### src/rtl/div_pkg.sv
// Shared constants and types for the sequential restoring divider.
// Holds default widths, FSM encoding and the divide-by-zero quotient pattern.
package div_pkg;

  localparam int DFLT_DIVIDEND_W = 8;
  localparam int DFLT_DIVISOR_W  = 4;

  typedef enum logic [1:0] {
    IDLE = 2'd0,
    RUN  = 2'd1,
    DONE = 2'd2
  } div_state_t;

  localparam logic [7:0] DIV0_QUOTIENT = 8'hFF;

  // Counter width needed to index one step per dividend bit (at least 1 bit)
  function automatic int iter_cnt_w(input int steps);
    return (steps > 2) ? $clog2(steps) : 1;
  endfunction

  localparam int ITER_CNT_W = iter_cnt_w(DFLT_DIVIDEND_W);

endpackage

### src/rtl/div_step.sv
// One combinational restoring-division step: shift in a dividend bit,
// trial-subtract the divisor, keep the difference or restore.
module div_step
  import div_pkg::*;
#(
  parameter int DIVISOR_W = DFLT_DIVISOR_W
) (
  input  logic [DIVISOR_W:0]   prem,
  input  logic                 din,
  input  logic [DIVISOR_W-1:0] divisor,
  output logic [DIVISOR_W:0]   prem_next,
  output logic                 qbit
);

  // One guard bit above the trial value so the sign of the difference is exact
  logic [DIVISOR_W+1:0] trial_s;
  logic [DIVISOR_W+1:0] diff_s;

  // Trial subtraction and restore decision
  always_comb begin
    trial_s = {prem, din};
    diff_s  = trial_s - {2'b00, divisor};
    if (diff_s[DIVISOR_W+1] == 1'b0) begin
      qbit      = 1'b1;
      prem_next = diff_s[DIVISOR_W:0];
    end else begin
      qbit      = 1'b0;
      prem_next = trial_s[DIVISOR_W:0];
    end
  end

endmodule

### src/rtl/divider_8by4_seq.sv
// Sequential restoring divider, one quotient bit per clock, with a
// start/busy/done handshake and an immediate divide-by-zero path.
module divider_8by4_seq
  import div_pkg::*;
#(
  parameter int DIVIDEND_W = DFLT_DIVIDEND_W,
  parameter int DIVISOR_W  = DFLT_DIVISOR_W
) (
  input  logic                  clk,
  input  logic                  rst,
  input  logic                  start,
  input  logic [DIVIDEND_W-1:0] dividend,
  input  logic [DIVISOR_W-1:0]  divisor,
  output logic                  busy,
  output logic                  done,
  output logic [DIVIDEND_W-1:0] quotient,
  output logic [DIVISOR_W-1:0]  remainder,
  output logic                  div_by_zero
);

  localparam int CNT_W = iter_cnt_w(DIVIDEND_W);
  localparam logic [CNT_W-1:0] LAST_CNT = CNT_W'(DIVIDEND_W - 1);

  div_state_t             state_r, state_nxt_s;
  logic [CNT_W-1:0]       cnt_r, cnt_nxt_s;
  // work_r shifts dividend bits out of the top while quotient bits enter at the bottom
  logic [DIVIDEND_W-1:0]  work_r, work_nxt_s;
  logic [DIVISOR_W:0]     prem_r, prem_nxt_s;
  logic [DIVISOR_W-1:0]   divisor_r, divisor_nxt_s;
  logic [DIVIDEND_W-1:0]  quotient_r, quotient_nxt_s;
  logic [DIVISOR_W-1:0]   remainder_r, remainder_nxt_s;
  logic                   dbz_r, dbz_nxt_s;
  logic                   busy_r, busy_nxt_s;
  logic                   done_r, done_nxt_s;

  logic [DIVISOR_W:0]     step_prem_s;
  logic                   step_qbit_s;

  div_step #(
    .DIVISOR_W (DIVISOR_W)
  ) u_step (
    .prem      (prem_r),
    .din       (work_r[DIVIDEND_W-1]),
    .divisor   (divisor_r),
    .prem_next (step_prem_s),
    .qbit      (step_qbit_s)
  );

  // Next-state, datapath and registered-output decode
  always_comb begin
    state_nxt_s     = state_r;
    cnt_nxt_s       = cnt_r;
    work_nxt_s      = work_r;
    prem_nxt_s      = prem_r;
    divisor_nxt_s   = divisor_r;
    quotient_nxt_s  = quotient_r;
    remainder_nxt_s = remainder_r;
    dbz_nxt_s       = dbz_r;

    case (state_r)
      IDLE: begin
        if (start == 1'b1) begin
          if (divisor != {DIVISOR_W{1'b0}}) begin
            state_nxt_s   = RUN;
            cnt_nxt_s     = {CNT_W{1'b0}};
            work_nxt_s    = dividend;
            prem_nxt_s    = {(DIVISOR_W+1){1'b0}};
            divisor_nxt_s = divisor;
            dbz_nxt_s     = 1'b0;
          end else begin
            state_nxt_s     = DONE;
            quotient_nxt_s  = DIVIDEND_W'(DIV0_QUOTIENT);
            remainder_nxt_s = dividend[DIVISOR_W-1:0];
            dbz_nxt_s       = 1'b1;
          end
        end else begin
          state_nxt_s = IDLE;
        end
      end
      RUN: begin
        prem_nxt_s = step_prem_s;
        work_nxt_s = {work_r[DIVIDEND_W-2:0], step_qbit_s};
        cnt_nxt_s  = cnt_r + CNT_W'(1);
        if (cnt_r == LAST_CNT) begin
          state_nxt_s     = DONE;
          quotient_nxt_s  = {work_r[DIVIDEND_W-2:0], step_qbit_s};
          remainder_nxt_s = step_prem_s[DIVISOR_W-1:0];
        end else begin
          state_nxt_s = RUN;
        end
      end
      DONE: begin
        state_nxt_s = IDLE;
      end
      default: begin
        state_nxt_s = IDLE;
      end
    endcase

    busy_nxt_s = (state_nxt_s == RUN);
    done_nxt_s = (state_nxt_s == DONE);
  end

  // State, datapath and output registers with asynchronous reset
  always_ff @(posedge clk or posedge rst) begin
    if (rst) begin
      state_r     <= IDLE;
      cnt_r       <= {CNT_W{1'b0}};
      work_r      <= {DIVIDEND_W{1'b0}};
      prem_r      <= {(DIVISOR_W+1){1'b0}};
      divisor_r   <= {DIVISOR_W{1'b0}};
      quotient_r  <= {DIVIDEND_W{1'b0}};
      remainder_r <= {DIVISOR_W{1'b0}};
      dbz_r       <= 1'b0;
      busy_r      <= 1'b0;
      done_r      <= 1'b0;
    end else begin
      state_r     <= state_nxt_s;
      cnt_r       <= cnt_nxt_s;
      work_r      <= work_nxt_s;
      prem_r      <= prem_nxt_s;
      divisor_r   <= divisor_nxt_s;
      quotient_r  <= quotient_nxt_s;
      remainder_r <= remainder_nxt_s;
      dbz_r       <= dbz_nxt_s;
      busy_r      <= busy_nxt_s;
      done_r      <= done_nxt_s;
    end
  end

  assign busy        = busy_r;
  assign done        = done_r;
  assign quotient    = quotient_r;
  assign remainder   = remainder_r;
  assign div_by_zero = dbz_r;

endmodule
### config.mk
export PLATFORM = sky130hd
export DESIGN_NAME = divider_8by4_seq
export DESIGN_NICKNAME = d
export VERILOG_FILES = /design/src/rtl/div_pkg.sv /design/src/rtl/div_step.sv /design/src/rtl/divider_8by4_seq.sv
export SDC_FILE = /design/constraint.sdc
export NUM_CORES = 1
export LEC_CHECK = 0
export CAP_MARGIN = 20
export CORE_ASPECT_RATIO = 0.6
export CORE_MARGIN = 2
export CORE_UTILIZATION = 50
export DETAILED_ROUTE_END_ITERATION = 7
export GPL_ROUTABILITY_DRIVEN = 0
export PLACE_DENSITY_LB_ADDON = 0.12
export SKIP_CTS_REPAIR_TIMING = 1
export SLEW_MARGIN = 40
export SYNTH_ARGS = -nofsm -noshare
export SYNTH_HDL_FRONTEND = slang
export SYNTH_HIERARCHICAL = 1
export SYNTH_SLANG_ARGS = --single-unit
### constraint.sdc
create_clock -name clk -period 3.3 [get_ports clk]
set_clock_uncertainty 0.15 [all_clocks]
set_input_delay 0.33 -clock clk [delete_from_list [all_inputs] [get_ports clk]]
set_output_delay 0.33 -clock clk [all_outputs]
set_load 0.02 [all_outputs]
==> results of run 1 <==
[state kept, by name (all words and copies together), names as in the netlist]
signal / flops
busy: 1
cnt_r: 3
div_by_zero: 1
divisor_r: 4
done: 1
prem_r: 5
quotient: 8
remainder: 4
state_r: 2
work_r: 8
[worst paths after layout]
| kind | startpoint | to | slack, ps | depth (start not counted) |
|---|---|---|---|---|
| min | rst | quotient[6] | 290 | 3 |
| min in group clk | divisor_r[3] | divisor_r[3] | 340 | 1 |
| max | prem_r[1] | remainder[1] | 770 | 8 |
| max reg2reg | prem_r[1] | remainder[1] | 770 | 8 |
| max in group asynchronous | rst | divisor_r[3] | 2370 | 3 |
| min reg2reg | divisor_r[3] | divisor_r[3] | 340 | 1 |
[worst register-to-register path, delay by kind of cell (launching register included)]
kind	cells	cell delay, ps
xor+xnor	1	180
mux	3	840
simple gates	1	190
fa+ha+maj	1	340
flops	1	400
compound gates	2	300
[area by class of cell]
class / instances / area (µm²) / share of cell area
clock buffers: 7 / 86.3 / 0.0352
inverters: 6 / 22.5 / 0.00919
multi-input cells: 134 / 1030 / 0.420
flip-flops and latches: 37 / 926 / 0.378
well taps: 47 / 58.8 / 0.0240
repair buffers: 34 / 328 / 0.134
[per-layer routing]
metal,global-route usage,routed length (µm)
met3,0.0562,344
met5,0,0
met2,0.295,1760
met1,0.318,2240
met4,0.0833,66
[power by group]
part | total [mW] | leakage (nW) | switching (mW) | internal, mW
clock network | 0.319 | 0.0443 | 0.153 | 0.166
registers | 0.843 | 0.425 | 0.176 | 0.668
logic | 1.58 | 0.559 | 0.781 | 0.794
[synthesized netlist by cell type (all sizes together) (2+ instances only)]
| library cell | count |
|---|---|
| clkbuf | 2 |
| a211oi | 2 |
| a21oi | 20 |
| buf | 7 |
| a22o | 4 |
| a31oi | 8 |
| mux2 | 15 |
| nor2b | 2 |
| nand2b | 5 |
| nand2 | 9 |
| ha | 6 |
| dfrtp | 37 |
| nor3 | 2 |
| o21bai | 2 |
| o21ai | 14 |
| nand3b | 2 |
| inv | 6 |
| nor2 | 29 |
[logic make-up after synthesis]
group,after synthesis
compound gates,54
xor+xnor,2
fa+ha+maj,7
buf+inv,15
flops,37
mux,16
simple gates,55
[metrics by stage]
stage / util / hold WS (ps)
finish: 0.647 / 292
CTS: 0.647 / 313
floorplan: - / 308
global placement: 0.625 / 318
global route: 0.647 / 356
detailed placement: 0.625 / 317
==> flow_metrics.py, run 1 <==
metrics = {
    "status": {
        "run_status": "complete, no violations",
    },
    "final_layout": {
        "layout_commonest_cell": "dfrtp_1",
        "n_antenna_cell": 0,
        "final_cell_mix": "dfrtp_1 (37), clkdlybuf4s50_1 (29), nor2_1 (26), a21oi_1 (10), nand2_1 (9)",
        "stdcell_count": 265,
        "final_area_um2": 2450,
        "drive_gt1_frac": 0.188,
        "area_delta_synth_final_pct": 20.6,
        "nNetsFinal": 240,
        "nFillCells": 301,
    },
    "sta": {
        "finalMaxSlewViolations": 0,
        "fmax_mhz": 396,
        "final_hold_viol_count": 0,
        "rsz0062_at_grt": "false",
        "period_share": 0.766,
        "setup_violations": 0,
        "slew-limit-headroom": 0.608,
        "tightestPinTransition_ps": 584,
        "fin_ws_ps": 774,
        "finalSetupTns_ps": 0,
        "period_minus_slack_ps": 2530,
    },
    "yosys": {
        "synth_top_area_share": 0.455,
        "synth_seq_cells": 37,
        "synth_warnings": 6,
        "syn-instance-count": 186,
        "yosys-top-cells-area": "dfrtp_1 (46%), nor2_1 (4.8%), mux2_4 (4.4%), ha_1 (3.7%), a21oi_2 (3.4%)",
        "synth_seq_area_share": 0.455,
        "yosys.area.top_type": "dfrtp_1",
        "synth_top_family_by_area": "compound AO/OA/AOI/OAI gates",
        "synth_edf_count": 0,
        "synth_fa_ha_area_frac": 0.0468,
        "synthXorXnorAreaFrac": 0.0178,
        "synth_simple_gate_area_frac": 0.150,
        "synth.avg_cell_area_um2": 10.9,
        "post_synth_num_cell_types": 45,
        "syn-num-nets": 208,
        "muxShareOfSynthArea": 0.0991,
        "synth-compound-area-share": 0.193,
        "yosys_most_used_dff": "dfrtp_1",
        "synth.cell_area_um2": 2030,
        "synthArstFlopShare": 1.00,
    },
    "clock_tree": {
        "cts_root_buf": "clkbuf_8",
        "clk_pin_slew_worst_paths_ps": 70,
        "cts_sinks": 37,
        "htreeDepth": 2,
        "clkLatencyLatePin_ps": 290,
        "cts_tree": "built",
        "cts_buffers": 5,
        "cts_buffer_depth": 2,
    },
    "floorplan": {
        "core_area_um2": 3790,
        "die_x_um": 86.3,
        "start_util": 0.537,
        "ios": 30,
        "dieArea_um2": 4610,
        "die_y_um": 53.4,
        "row_count": 17,
    },
    "flow_run": {
        "cap_viol_max_count": 0,
    },
    "global_route": {
        "grt_pass1_vias": 1467,
        "overflow": 0,
        "grt_start_max_net_pins": 38,
        "grt_pass1_wl_mm": 7.26,
        "grt_antenna_before_repair": 0,
        "grt_usage": 0.214,
    },
    "pwr": {
        "p_total_mw": 2.74,
        "leakage_nw": 1.03,
        "vdd_drop_max_v": 0.000506,
        "powerDensity_nw_per_um2": 1120,
    },
    "routing": {
        "drc_errors": 0,
        "post_drt_wl_per_cell_um": 16.6,
        "drt_first_pass_iters": 4,
        "vias_per_cell": 5.68,
        "postRouteAntennaNets": 0,
        "vias": 1505,
        "drtIter0Drc": 146,
        "finalWirelength_mm": 4.41,
    },
    "placement": {
        "dp_cells": 258,
        "place_area_um2": 2360,
        "io_buffers": 29,
        "dp_hpwl_mm": 3.26,
        "dp_worst_setup_slack_ps": 796,
    },
    "setup_path": {
        "endpoint_kind": "register",
        "crit_chain": "ha_1 > nor2_2 > a21oi_4 > a21boi_4 > xnor2_4 > mux2_4 > mux2_2 > mux2_4",
        "cp_slowest_stage_delay_ps": 400,
        "critPathLaunchType": "register",
        "crit_arrival_ps": 2550,
        "cp_top_family": "multiplexers",
        "critPathMaxFanout": 5,
        "crit_top_cell": "mux2_4",
        "worstPathRequired_ps": 3320,
        "slowest_stage": "dfrtp_1",
        "critical_path_class": "reg -> reg",
        "critPathBufInv": 0,
    },
    "min_path": {
        "hold_class": "in -> async",
    },
}
(Power assumes the default switching activity.)
==> run 2, diff against run 1 <==
clock period = 2.4 ns   (was 3.3 ns; I/O delays follow)
==> run 2 against run 1 <==
Against the previous run: critical path depth stayed put; clock power grew 38%; register-to-register slack worse by 730 ps; sequential share of layout area is 1.8 points lower; clock-buffer cell count unchanged; setup slack worse by 730 ps; maximum frequency is 7.0% higher; worst hold slack got worse by 74 ps; core utilization grew 3.2 points; combinational power up 55%.
==> flow_metrics.py, run 2 (synthesis results as in run 1) <==
metrics = {
    "placement": {
        "dp_cells": 266,
        "dp_worst_setup_slack_ps": -31.1,
        "dp_hpwl_mm": 3.33,
        "io_buffers": 29,
        "place_area_um2": 2420,
    },
    "routing": {
        "finalWirelength_mm": 4.53,
        "drtIter0Drc": 101,
        "m1WireLength_mm": 2.38,
        "vias_per_cell": 5.62,
        "vias": 1540,
        "postRouteAntennaNets": 0,
        "post_drt_wl_per_cell_um": 16.5,
        "drc_errors": 0,
        "dr_wl_met2_mm": 1.82,
        "drt_first_pass_iters": 4,
        "wl_met3_um": 306,
        "routed.top_layer": "met4",
    },
    "floorplan": {
        "core_area_um2": 3790,
        "row_count": 17,
        "ios": 30,
        "die_y_um": 53.4,
        "dieArea_um2": 4610,
        "start_util": 0.537,
        "die_x_um": 86.3,
    },
    "setup_path": {
        "worstPathRequired_ps": 2430,
        "endpoint_kind": "register",
        "slowest_stage": "dfrtp_1",
        "crit_arrival_ps": 2390,
        "critPathBufInv": 0,
        "crit_chain": "ha_4 > nand2b_4 > a21oi_4 > a21boi_4 > xnor2_4 > mux2_4 > mux2_4 > mux2_4",
        "cp_slowest_stage_delay_ps": 410,
        "critPathMaxFanout": 3,
        "critical_path_class": "reg -> reg",
        "crit_top_cell": "mux2_4",
        "cp_top_family": "multiplexers",
        "critPathLaunchType": "register",
    },
    "final_layout": {
        "stdcell_count": 274,
        "layout_commonest_cell": "dfrtp_1",
        "multi_input_area_um2": 1080,
        "final_area_um2": 2570,
        "regArea_um2": 926,
        "nNetsFinal": 249,
        "final_cell_mix": "dfrtp_1 (37), clkdlybuf4s50_1 (29), nor2_1 (26), buf_4 (14), a21oi_1 (10)",
        "drive_gt1_frac": 0.251,
        "nFillCells": 283,
        "n_antenna_cell": 0,
        "area_delta_synth_final_pct": 26.5,
    },
    "pwr": {
        "leakage_nw": 1.07,
        "powerDensity_nw_per_um2": 1570,
        "vdd_drop_max_v": 0.000779,
        "p_total_mw": 4.05,
    },
    "clock_tree": {
        "clkLatencyLatePin_ps": 290,
        "cts_buffer_depth": 2,
        "cts_tree": "built",
        "cts_root_buf": "clkbuf_8",
        "cts_buffers": 5,
        "htreeDepth": 2,
        "cts_sinks": 37,
        "clk_pin_slew_worst_paths_ps": 70,
    },
    "sta": {
        "slew-limit-headroom": 0.640,
        "setup_violations": 0,
        "finalMaxSlewViolations": 0,
        "period_minus_slack_ps": 2360,
        "tightestPinTransition_ps": 537,
        "fmax_mhz": 424,
        "final_hold_viol_count": 0,
        "fin_ws_ps": 39.4,
        "rsz0062_at_grt": "true",
        "period_share": 0.984,
    },
    "global_route": {
        "overflow": 0,
        "grt_antenna_before_repair": 0,
        "grt_usage": 0.216,
        "grt_pass1_wl_mm": 7.36,
        "grt_pass1_vias": 1493,
        "grt_start_max_net_pins": 38,
    },
    "flow_run": {
        "cap_viol_max_count": 0,
    },
    "status": {
        "run_status": "complete, no violations",
    },
    "min_path": {
        "hold_class": "in -> async",
    },
}
[run 2: through the flow]
stage	setup TNS, ps	utilization	hold slack, ps
after floorplan	0	-	225
after global placement	0	0.640	318
after detailed placement	-61.5	0.640	318
after CTS	-115	0.663	234
after global routing	-44.8	0.679	261
final	0	0.679	218
[run 2: per-layer routing]
layer / vias up / GRT usage
met5: - / 0
met4: 0 / 0.0703
met3: 3 / 0.0608
met2: 50 / 0.288
met1: 747 / 0.329
li1: 740 / -
[run 2: area by class of cell]
type                       instances  share of cell area
multi-input combinational        134               0.421
tap                               47              0.0229
clock buffer                       7              0.0336
inverter                           6             0.00875
sequential                        37               0.360
timing repair buffer              43               0.154
[run 2: worst min-delay path, delay by kind of cell]
kind                   cells  cell delay (ps)
buffers and inverters      3              850
[run 2: path summary, 6_finish.rpt]
kind / start / slack (ps) / endpoint / depth (start not counted)
setup / recovery: prem_r[0] / 40 / remainder[1] / 8
hold / removal: rst / 220 / quotient[6] / 3
hold reg to reg: div_by_zero / 340 / div_by_zero / 2
setup reg to reg: prem_r[0] / 40 / remainder[1] / 8
max in group asynchronous: rst / 1550 / div_by_zero / 3
min in group clk: div_by_zero / 340 / div_by_zero / 2
[run 2: power breakdown]
group / leakage, nW / internal [mW] / switching, mW
Sequential: 0.425 / 0.918 / 0.242
Clock: 0.0443 / 0.228 / 0.213
Combinational: 0.604 / 1.30 / 1.14
Total: 1.07 / 2.45 / 1.60
==> run 3, diff against run 2 <==
SETUP_SLACK_MARGIN = 0.15   (was default)
SYNTH_HIERARCHICAL = default   (was 1)
==> run 3 against run 2 <==
Against the previous run: clock power grew 8.6%; critical path depth shrank 2; worst hold slack worse by 9.2 ps; via count decreased by 1.8%; cell count increased by 0.36%; largest cell class is now registers; setup slack better by 150 ps; routed wire length down 6.6%; combinational power decreased by 20%; cell area is 8.8% lower; non-clock buffer count shrank 8.
==> flow_metrics.py, run 3 <==
metrics = {
    "status": {
        "run_status": "complete, no violations",
    },
    "min_path": {
        "hold_class": "in -> async",
    },
    "clock_tree": {
        "cts_tree": "built",
        "clk_pin_slew_worst_paths_ps": 70,
        "cts_sinks": 37,
        "cts_buffer_depth": 2,
        "cts_buffers": 5,
        "cts_root_buf": "clkbuf_8",
        "clkLatencyLatePin_ps": 290,
        "htreeDepth": 2,
    },
    "floorplan": {
        "die_x_um": 82.8,
        "core_area_um2": 3620,
        "row_count": 17,
        "start_util": 0.516,
        "die_y_um": 51.3,
        "dieArea_um2": 4250,
        "ios": 30,
    },
    "final_layout": {
        "final_cell_mix": "dfrtp_1 (37), nor2_1 (31), clkdlybuf4s50_1 (29), nand2_1 (22), a21oi_1 (13)",
        "area_delta_synth_final_pct": 25.8,
        "layout_commonest_cell": "dfrtp_1",
        "regArea_um2": 926,
        "nFillCells": 297,
        "final_area_um2": 2350,
        "drive_gt1_frac": 0.136,
        "multi_input_area_um2": 895,
        "n_antenna_cell": 0,
        "nNetsFinal": 249,
    },
    "pwr": {
        "pwr-share-clk": 0.133,
        "leakage_nw": 1.04,
        "powerDensity_nw_per_um2": 1540,
        "power.switching_mw": 1.54,
        "swShare": 0.425,
        "vdd_drop_max_v": 0.000696,
        "p_int_mw": 2.08,
        "comb_power_share": 0.544,
        "p_seq_frac": 0.323,
    },
    "setup_path": {
        "critPathBufInv": 0,
        "worstPathRequired_ps": 2400,
        "cp_slowest_stage_delay_ps": 420,
        "crit_chain": "ha_1 > o21ai_0 > a21oi_2 > o211ai_4 > mux2i_2 > o221ai_1",
        "slowest_stage": "dfrtp_1",
        "endpoint_kind": "register",
        "crit_arrival_ps": 2210,
        "cp_top_family": "compound AO/OA/AOI/OAI gates",
        "critPathMaxFanout": 5,
        "critical_path_class": "reg -> reg",
        "critPathLaunchType": "register",
    },
    "sta": {
        "period_share": 0.922,
        "slew-limit-headroom": 0.649,
        "period_minus_slack_ps": 2210,
        "rsz0062_at_grt": "true",
        "tightestPinTransition_ps": 522,
        "fmax_mhz": 452,
        "finalMaxSlewViolations": 0,
        "finalSetupTns_ps": 0,
        "final_hold_viol_count": 0,
        "setup_violations": 0,
    },
    "yosys": {
        "synth_edf_count": 0,
        "yosys_most_used_dff": "dfrtp_1",
        "synth_seq_area_share": 0.497,
        "yosys-top-cells-area": "dfrtp_1 (50%), nor2_1 (6.4%), nand2_1 (4.4%), ha_1 (4.0%), a21oi_1 (3.8%)",
        "synth_seq_cells": 37,
        "syn-instance-count": 194,
        "synth_top_area_share": 0.497,
        "synth.avg_cell_area_um2": 9.61,
        "synth_warnings": 0,
        "synthArstFlopShare": 1.00,
        "syn-num-nets": 216,
        "yosys.area.top_type": "dfrtp_1",
        "netlist_top_cells_count": "dfrtp_1 (37), nor2_1 (32), nand2_1 (22)",
        "synth.cell_area_um2": 1860,
        "synth.most_common_cell": "dfrtp_1",
        "post_synth_num_cell_types": 37,
    },
    "global_route": {
        "grt_pass1_vias": 1519,
        "grt_start_max_net_pins": 38,
        "grt_usage": 0.223,
        "grt_pass1_wl_mm": 7.35,
        "grt_antenna_before_repair": 0,
        "overflow": 0,
    },
    "placement": {
        "place_area_um2": 2210,
        "io_buffers": 29,
        "dp_hpwl_mm": 3.05,
    },
    "routing": {
        "vias": 1512,
        "finalWirelength_mm": 4.23,
        "drc_errors": 0,
        "vias_per_cell": 5.50,
        "drt_first_pass_iters": 4,
        "drtIter0Drc": 81,
        "post_drt_wl_per_cell_um": 15.4,
        "postRouteAntennaNets": 0,
    },
    "flow_run": {
        "cap_viol_max_count": 0,
    },
}
-- run 3: logic make-up after synthesis --
kind of cell               after synthesis  synth area share
xor gates and xnor gates                 1           0.00470
buffers and inverters                   17            0.0403
DFF                                     37             0.497
and+or+nand+nor                         70             0.162
adders and majority gates                7            0.0510
muxes                                    9            0.0517
AOI/OAI and AO/OA                       53             0.193
-- run 3: area by class of cell --
cell class / instances / share of cell area
Clock inverter: 1 / 0.00213
Clock buffer: 7 / 0.0411
Sequential cell: 37 / 0.395
Timing Repair Buffer: 35 / 0.143
Inverter: 8 / 0.0128
Multi-Input combinational cell: 140 / 0.381
Tap cell: 47 / 0.0251
-- run 3: layer usage --
layer	vias to the layer above	track usage	share of wire	routed length (µm)
li1	754	-	-	-
met1	717	0.316	0.50	2110
met2	33	0.345	0.43	1830
met3	8	0.0533	0.058	244
met4	0	0.0628	0.010	44
met5	-	0	0	0
-- run 3: final timing paths --
kind                           start            to  slack [ps]  cells after the start
min                              rst  remainder[3]         210                      3
max reg2reg                prem_r[1]  remainder[1]         190                      6
min reg2reg                 cnt_r[1]      cnt_r[1]         360                      1
max                        prem_r[1]  remainder[1]         190                      6
min in group clk            cnt_r[1]      cnt_r[1]         360                      1
max in group asynchronous        rst  divisor_r[2]        1560                      3
-- run 3: power groups by stage --
stage,combinational (mW),sequential (mW),clock [mW]
2_1_floorplan,1.18,1.24,0
3_3_place_gp,1.81,1.16,0
3_5_place_dp,1.84,1.17,0
4_1_cts,1.86,1.16,0.486
5_1_grt,2.20,1.21,0.512
6_report,1.97,1.17,0.479
-- run 3: stage by stage --
step	hold slack, ps	utilization	power, mW	setup WS (ps)	std cells
floorplan	240	-	2.43	407	194
global placement	344	0.612	2.96	150	267
detailed placement	346	0.612	3.01	90.3	267
CTS	240	0.640	3.51	168	275
global route	257	0.649	3.92	102	275
finish	209	0.649	3.62	188	275
-- run 3: worst reg2reg max path, stage by stage (launching register included) --
cell	delay (ps)
dfrtp_1	420
ha_1	380
o21ai_0	250
a21oi_2	110
o211ai_4	300
mux2i_2	310
o221ai_1	160
